**src/rtl/i2c_status_update_arbiter.sv**
```systemverilog
// i2c_status_update_arbiter
//
// Shares the I2C status holding register between the APB bus side (loads and
// flag clears) and the I2C core (hardware status loads). Only one operation is
// issued at a time. Each operation runs IDLE -> GRANT -> SETTLE. The SETTLE
// cycle lets the register output settle before the next arbitration.
// The core has priority. A wait counter forces the bus side to win after
// MAX_WAIT consecutive lost arbitrations.
//
// Ports:
//   clk        system clock, rising edge
//   rst        synchronous active-high reset
//   bus_req    APB request, held with bus_clr/bus_data until bus_gnt
//   bus_clr    1 = clear-flag operation, 0 = load operation
//   bus_data   APB load value
//   bus_gnt    one-cycle pulse, bus operation issued
//   core_req   core request (always a load), held with core_data until core_gnt
//   core_data  core load value
//   core_gnt   one-cycle pulse, core operation issued
//   reg_q      current register contents (clear pass-through source)
//   reg_data   value presented to the register
//   reg_load   register loads reg_data this cycle
//   reg_clear  register loads reg_data with bit NUM_BITS-1 forced low
//   busy       high whenever the FSM is not idle

module i2c_status_update_arbiter #(
    parameter int unsigned NUM_BITS = 8,
    parameter int unsigned MAX_WAIT = 4
) (
    input  logic              clk,
    input  logic              rst,
    input  logic              bus_req,
    input  logic              bus_clr,
    input  logic [NUM_BITS:0] bus_data,
    output logic              bus_gnt,
    input  logic              core_req,
    input  logic [NUM_BITS:0] core_data,
    output logic              core_gnt,
    input  logic [NUM_BITS:0] reg_q,
    output logic [NUM_BITS:0] reg_data,
    output logic              reg_load,
    output logic              reg_clear,
    output logic              busy
);

    localparam int unsigned     WaitW   = $clog2(MAX_WAIT + 1);
    localparam logic [WaitW-1:0] WaitMax = WaitW'(MAX_WAIT);

    typedef enum logic [1:0] {
        StIdle,
        StGrant,
        StSettle
    } state_e;

    state_e            state_q;
    logic [WaitW-1:0]  wait_cnt_q;
    logic [NUM_BITS:0] data_q;
    logic              winner_q;  // 1 = bus owns the current operation
    logic              op_q;      // 1 = clear operation, 0 = load

    logic bus_wins;
    logic in_grant;

    // Bus wins when it is alone, or when it has lost MAX_WAIT times in a row.
    always_comb begin
        bus_wins = bus_req & (~core_req | (wait_cnt_q == WaitMax));
    end

    always_ff @(posedge clk) begin
        if (rst) begin
            state_q    <= StIdle;
            wait_cnt_q <= '0;
            data_q     <= '0;
            winner_q   <= 1'b0;
            op_q       <= 1'b0;
        end else begin
            // A withdrawn bus request forfeits its accumulated waiting credit.
            if (!bus_req) begin
                wait_cnt_q <= '0;
            end

            case (state_q)
                StIdle: begin
                    if (bus_req || core_req) begin
                        state_q <= StGrant;
                        if (bus_wins) begin
                            winner_q   <= 1'b1;
                            op_q       <= bus_clr;
                            wait_cnt_q <= '0;
                            // A clear uses reg_q directly, so data_q keeps the last load.
                            if (!bus_clr) begin
                                data_q <= bus_data;
                            end
                        end else begin
                            winner_q <= 1'b0;
                            op_q     <= 1'b0;
                            data_q   <= core_data;
                            if (bus_req && (wait_cnt_q != WaitMax)) begin
                                wait_cnt_q <= wait_cnt_q + WaitW'(1);
                            end
                        end
                    end
                end
                StGrant: begin
                    state_q <= StSettle;
                end
                StSettle: begin
                    state_q <= StIdle;
                end
                default: begin
                    state_q <= StIdle;
                end
            endcase
        end
    end

    // Strobes are decoded from registered state. rst masks them at once, so a
    // GRANT cycle that is cut short by reset never reaches the register.
    always_comb begin
        in_grant  = (state_q == StGrant) & ~rst;
        bus_gnt   = in_grant & winner_q;
        core_gnt  = in_grant & ~winner_q;
        reg_load  = in_grant & ~op_q;
        reg_clear = in_grant & op_q;
        reg_data  = ((state_q == StGrant) && op_q) ? reg_q : data_q;
        busy      = (state_q != StIdle);
    end

endmodule

```
**config.mk**
```make
export PLATFORM = sky130hd
export DESIGN_NAME = i2c_status_update_arbiter
export DESIGN_NICKNAME = d
export VERILOG_FILES = /design/src/rtl/i2c_status_update_arbiter.sv
export SDC_FILE = /design/constraint.sdc
export NUM_CORES = 1
export LEC_CHECK = 0
export CORE_UTILIZATION = 42
export DETAILED_ROUTE_END_ITERATION = 10
export GPL_ROUTABILITY_DRIVEN = 0
export PLACE_DENSITY = 0.82
export SLEW_MARGIN = 10
export SYNTH_ARGS = -nofsm -noshare
export SYNTH_HDL_FRONTEND = slang
export SYNTH_SLANG_ARGS = --single-unit
export TNS_END_PERCENT = 5
```
**constraint.sdc**
```tcl
create_clock -name clk -period 2.85 [get_ports clk]
set_input_delay 0.7125 -clock clk [delete_from_list [all_inputs] [get_ports clk]]
set_output_delay 0.7125 -clock clk [all_outputs]
set_load 0.05 [all_outputs]
```
# After elaboration in Yosys (flattened, before gate mapping)
# Cells that the tools add are included.
# op_classes
n_eq_ne	5
reduce_logical	7
muxes	12
bitwise_logic	11
add_sub_neg	1
# ops
operator	count
$mux 9	3
$mux 3	5
$and 1x1->1	6
$ne 2x2->1 const B	2
$not 1->1	4
$pmux 2 s2	1
$add 3x1->3 const B	1
$eq 3x3->1 const B	1
$ne 3x3->1 const B	1
$reduce_and 3->1	1
$eq 2x1->1 const B	1
$logic_and 1x1->1	2
$logic_not 2->1	1
$mux 1	2
$mux 2	1
$reduce_and 2->1	1
$reduce_bool 2->1	1
$logic_or 1x1->1	1
$or 1x1->1	1
# word_totals
regBits	16
output_inout_bits	14
inputBits	32
word_cells	41

# Logic depth before layout (Yosys ltp)
# logic_depth
word_depth	6
ltp_mapped	7
depth_no_buf	6

# Worst setup path after synthesis
# OpenSTA, ideal clock, no wires.
# synth_timing
kind	input to output
startpoint	in rst
endpoint	out bus_gnt
cell_stages	2
arrival_time_ps	1848
slack_ps	289
path_cell_list	or3b_2 -> nor2_1
# synth_between
elab_chain_cells	3
# synth_rtl
element	line	source
start, declared	31	input logic rst,
$not 1->1	120	in_grant = (state_q == StGrant) & ~rst;
$and 1x1->1	120	
$and 1x1->1	121	bus_gnt = in_grant & winner_q;
end, declared	35	output logic bus_gnt,
# Every way passes these cells.

# Worst setup path after layout
# Same ends and word-level chain as after synthesis.

==> results.md <==
* Placement Cell Area at 1510 sq um
* Clock slew at reported path FFs at 0.10 ns
* Initial Util at 45.9%
* Met3 WL post-DR at 119 um
* Drc violations at 0
* Htree depth at 1
* Switching Share at 33.6%
* Cell with the most instances after synthesis: nor2_1
* Post-synth EDFFs at 0
* Comb power frac at 42.5%
* M1 WL at 1.13 mm
* Final #Nets at 186
* GRT overflow at 0
* Die X at 48.8 um
* Reg2reg start: state_q[1]$_SDFFE_PP0P_
* Area Growth Syn to Fin at 67.6%
* Area of the mapped netlist at 920 sq um
* Crit path time final at 2.72 ns
* Unrepaired setup endpoints after global routing: false
* Top layer reached by signal wires: met4
* WP buf/inv at 2
* Worst Hold Launch: winner_q$_SDFFE_PP0P_
* Yosys warning total at 0
* Largest stage delay on the critical path at 0.49 ns
* Post-synth net total at 139
* Synth area leaders: dfxtp_1 (35%), mux2_2 (11%), a311oi_1 (8.6%)
* Slew margin rel. at 48.6%
* Worst-Margin Slew at 0.770 ns
* Vias at 969
* Crit end category: output pin
* CTS tree: done
* Initial DRC count at 22
* Yosys reg bits at 16
* Ys flop type: dfxtp_1
* Post-Synthesis Cells at 105
* Cts hold-fix bufs at 0
* Leakage at 0.000620 uW
* Drt first pass iters at 4
* Routed wl met2 at 1.39 mm
* Core box area at 2000 sq um
* Sequential share of the synthesized area at 34.8%
* Post-route setup TNS at 0 ns
* Clock skew at 0.00244 ns
* Max rail drop VDD at 0.000322 V
* Sequential share of power at 36.1%
* Largest net degree at the start of global routing at 19
* Worst endpoint required time at 2.14 ns
* Kind of critical path: primary input to output pin
* Clock Path Buffers at 2
* Crit-path cells: clkdlybuf4s50_1, or3b_2, nor2_1, buf_12
* Multi-input logic area at 537 sq um
* Final HPWL DP at 1.94 mm
* Num CTS Buffers at 3
* Crit path max fanout at 4
* Hold EP: winner_q$_SDFFE_PP0P_
* Final hold viol count at 0
* Pint at 473 uW
* CP arrival at 2.01 ns
* Post-route ant nets at 0
* Highest clock rate at 367 MHz
* Share of cells above drive strength 1 at 24.5%
* Fillers at 145
* Antenna Cells at 0
* Cell area after layout at 1540 sq um
* Commonest cells in the netlist: nor2_1 (17), dfxtp_1 (16), nand2_1 (12)
* Worst hold path depth at 2
* Initial antenna violation count at 0
* Die Height at 48.8 um
* NetSw at 239 uW
* Final setup vio count at 0
* Vias per inst at 5.44
* Clock power share at 21.5%
* Synth top area share at 34.8%
* Slew Limit Fails at 0
* FF/Latch Area at 320 sq um
* Flop-to-flop setup slack at 1.02 ns
* Post-CTS resize count at 0
* Delay-heaviest family, CP: simple AND/OR/NAND/NOR gates
* GRT Resource Usage Total at 23.7%
* Asr flop ratio synth at 0%
* # port buffers at 45
* Maxcap violations at 0
* Fin worst setup slack at 0.125 ns
* CTS Root Buffer Type: clkbuf_4
* Post-CTS setup buffers at 0
* CP Launch Type: primary input
* Netlist cell types at 30
* Cell Rows at 16
* I/O Pins at 46
* Outcome: completed
* Cell Pwr Density at 462 nW/um^2
* Mean area per synthesized cell at 8.76 sq um
* Vias in the first global route at 935
* Skew-Pair Late Insertion Delay at 0.29 ns
* Full die area at 2380 sq um
* DRT Wirelength at 2.65 mm
* CP max-delay cell: or3b_2
* Hold Path Class: flip-flop to flip-flop
* Synth area leader: dfxtp_1
* Sink Count at 16
* Path depth of the worst reg2reg path at 5
* Period utilization at 95.6%
* Post-DR wirelength/cell at 14.9 um
* First-pass GRT wire length at 4.35 mm
* Dpl ws at 0.138 ns
* Reg-to-Reg End: data_q[5]$_SDFFE_PP0P_
==> per-layer routing <==
layer  vias to the layer above  GRT usage [%]
li1                        472              -
met1                       460           29.7
met2                        35           40.3
met3                         2           4.67
met4                         0           8.33
met5                         -              0
==> power by group through the flow <==
| stage | sequential, uW | clock (uW) | combinational, uW |
|---|---|---|---|
| after floorplan | 257 | 0 | 162 |
| after global placement | 260 | 0 | 296 |
| after detailed placement | 261 | 0 | 301 |
| after CTS | 257 | 154 | 303 |
| after global routing | 260 | 160 | 316 |
| final | 257 | 153 | 302 |
==> per-stage QoR <==
step                hold slack (ns)  total power, uW  cells  util, %
floorplan                     0.455              420    105        -
global placement              0.483              556    174     75.2
detailed placement            0.482              563    174     75.2
CTS                           0.496              714    178     77.0
global route                  0.521              736    178     77.0
finish                        0.491              712    178     77.0
==> cell type report <==
type | instances | share of cell area [%]
well taps | 27 | 2.19
clock buffers | 4 | 2.35
inverters | 5 | 1.22
multi-input cells | 79 | 34.8
repair buffers | 47 | 38.6
flip-flops and latches | 16 | 20.8
==> sequential cells by signal, indices dropped and copies added, names as in the netlist <==
name	cells
data_q	9
wait_cnt_q	3
winner_q	1
op_q	1
state_q	2
==> logic make-up after synthesis <==
logic type,share of synthesized area (%)
buffers and inverters,6.80
flip-flops,34.8
AND/OR/NAND/NOR,25.3
AO/OA/AOI/OAI,18.2
multiplexers,12.1
adder cells (fa/ha/maj),2.72
==> worst min-delay path: stages, from the launching register on <==
cell	delay [ns]
dfxtp_1	0.32
inv_1	0.06
a211oi_1	0.06
==> layout by cell type, fill, tap and decap left out, drive strengths merged <==
| cell | netlist | layout |
|---|---|---|
| a2bb2oi | 1 | 1 |
| nor3b | 2 | 2 |
| o32ai | 1 | 1 |
| nand3 | 10 | 10 |
| nor2 | 19 | 19 |
| inv | 5 | 5 |
| a21bo | 1 | 1 |
| nand3b | 1 | 1 |
| a311oi | 10 | 10 |
| nand2b | 1 | 1 |
| dfxtp | 16 | 16 |
| clkbuf | 1 | 4 |
| ha | 2 | 2 |
| o21ai | 2 | 2 |
| clkdlybuf4s50 | 0 | 32 |
| mux2 | 9 | 9 |
| buf | 3 | 15 |
| nor3 | 1 | 1 |
| or3b | 2 | 2 |
| a211oi | 1 | 1 |
| a21oi | 2 | 2 |
| mux2i | 1 | 1 |
| nand2 | 12 | 12 |
| and3 | 1 | 1 |
==> how the worst max path moves through the flow <==
| stage | slack, ns | depth (start not counted) | end | startpoint |
|---|---|---|---|---|
| floorplan | 0.29 | 2 | bus_gnt | rst |
| global placement | 0.18 | 4 | core_gnt | rst |
| detailed placement | 0.14 | 4 | bus_gnt | rst |
| CTS | 0.14 | 4 | bus_gnt | rst |
| global route | 0.12 | 4 | bus_gnt | rst |
| finish | 0.13 | 4 | bus_gnt | rst |
(Power assumes the default switching activity.)
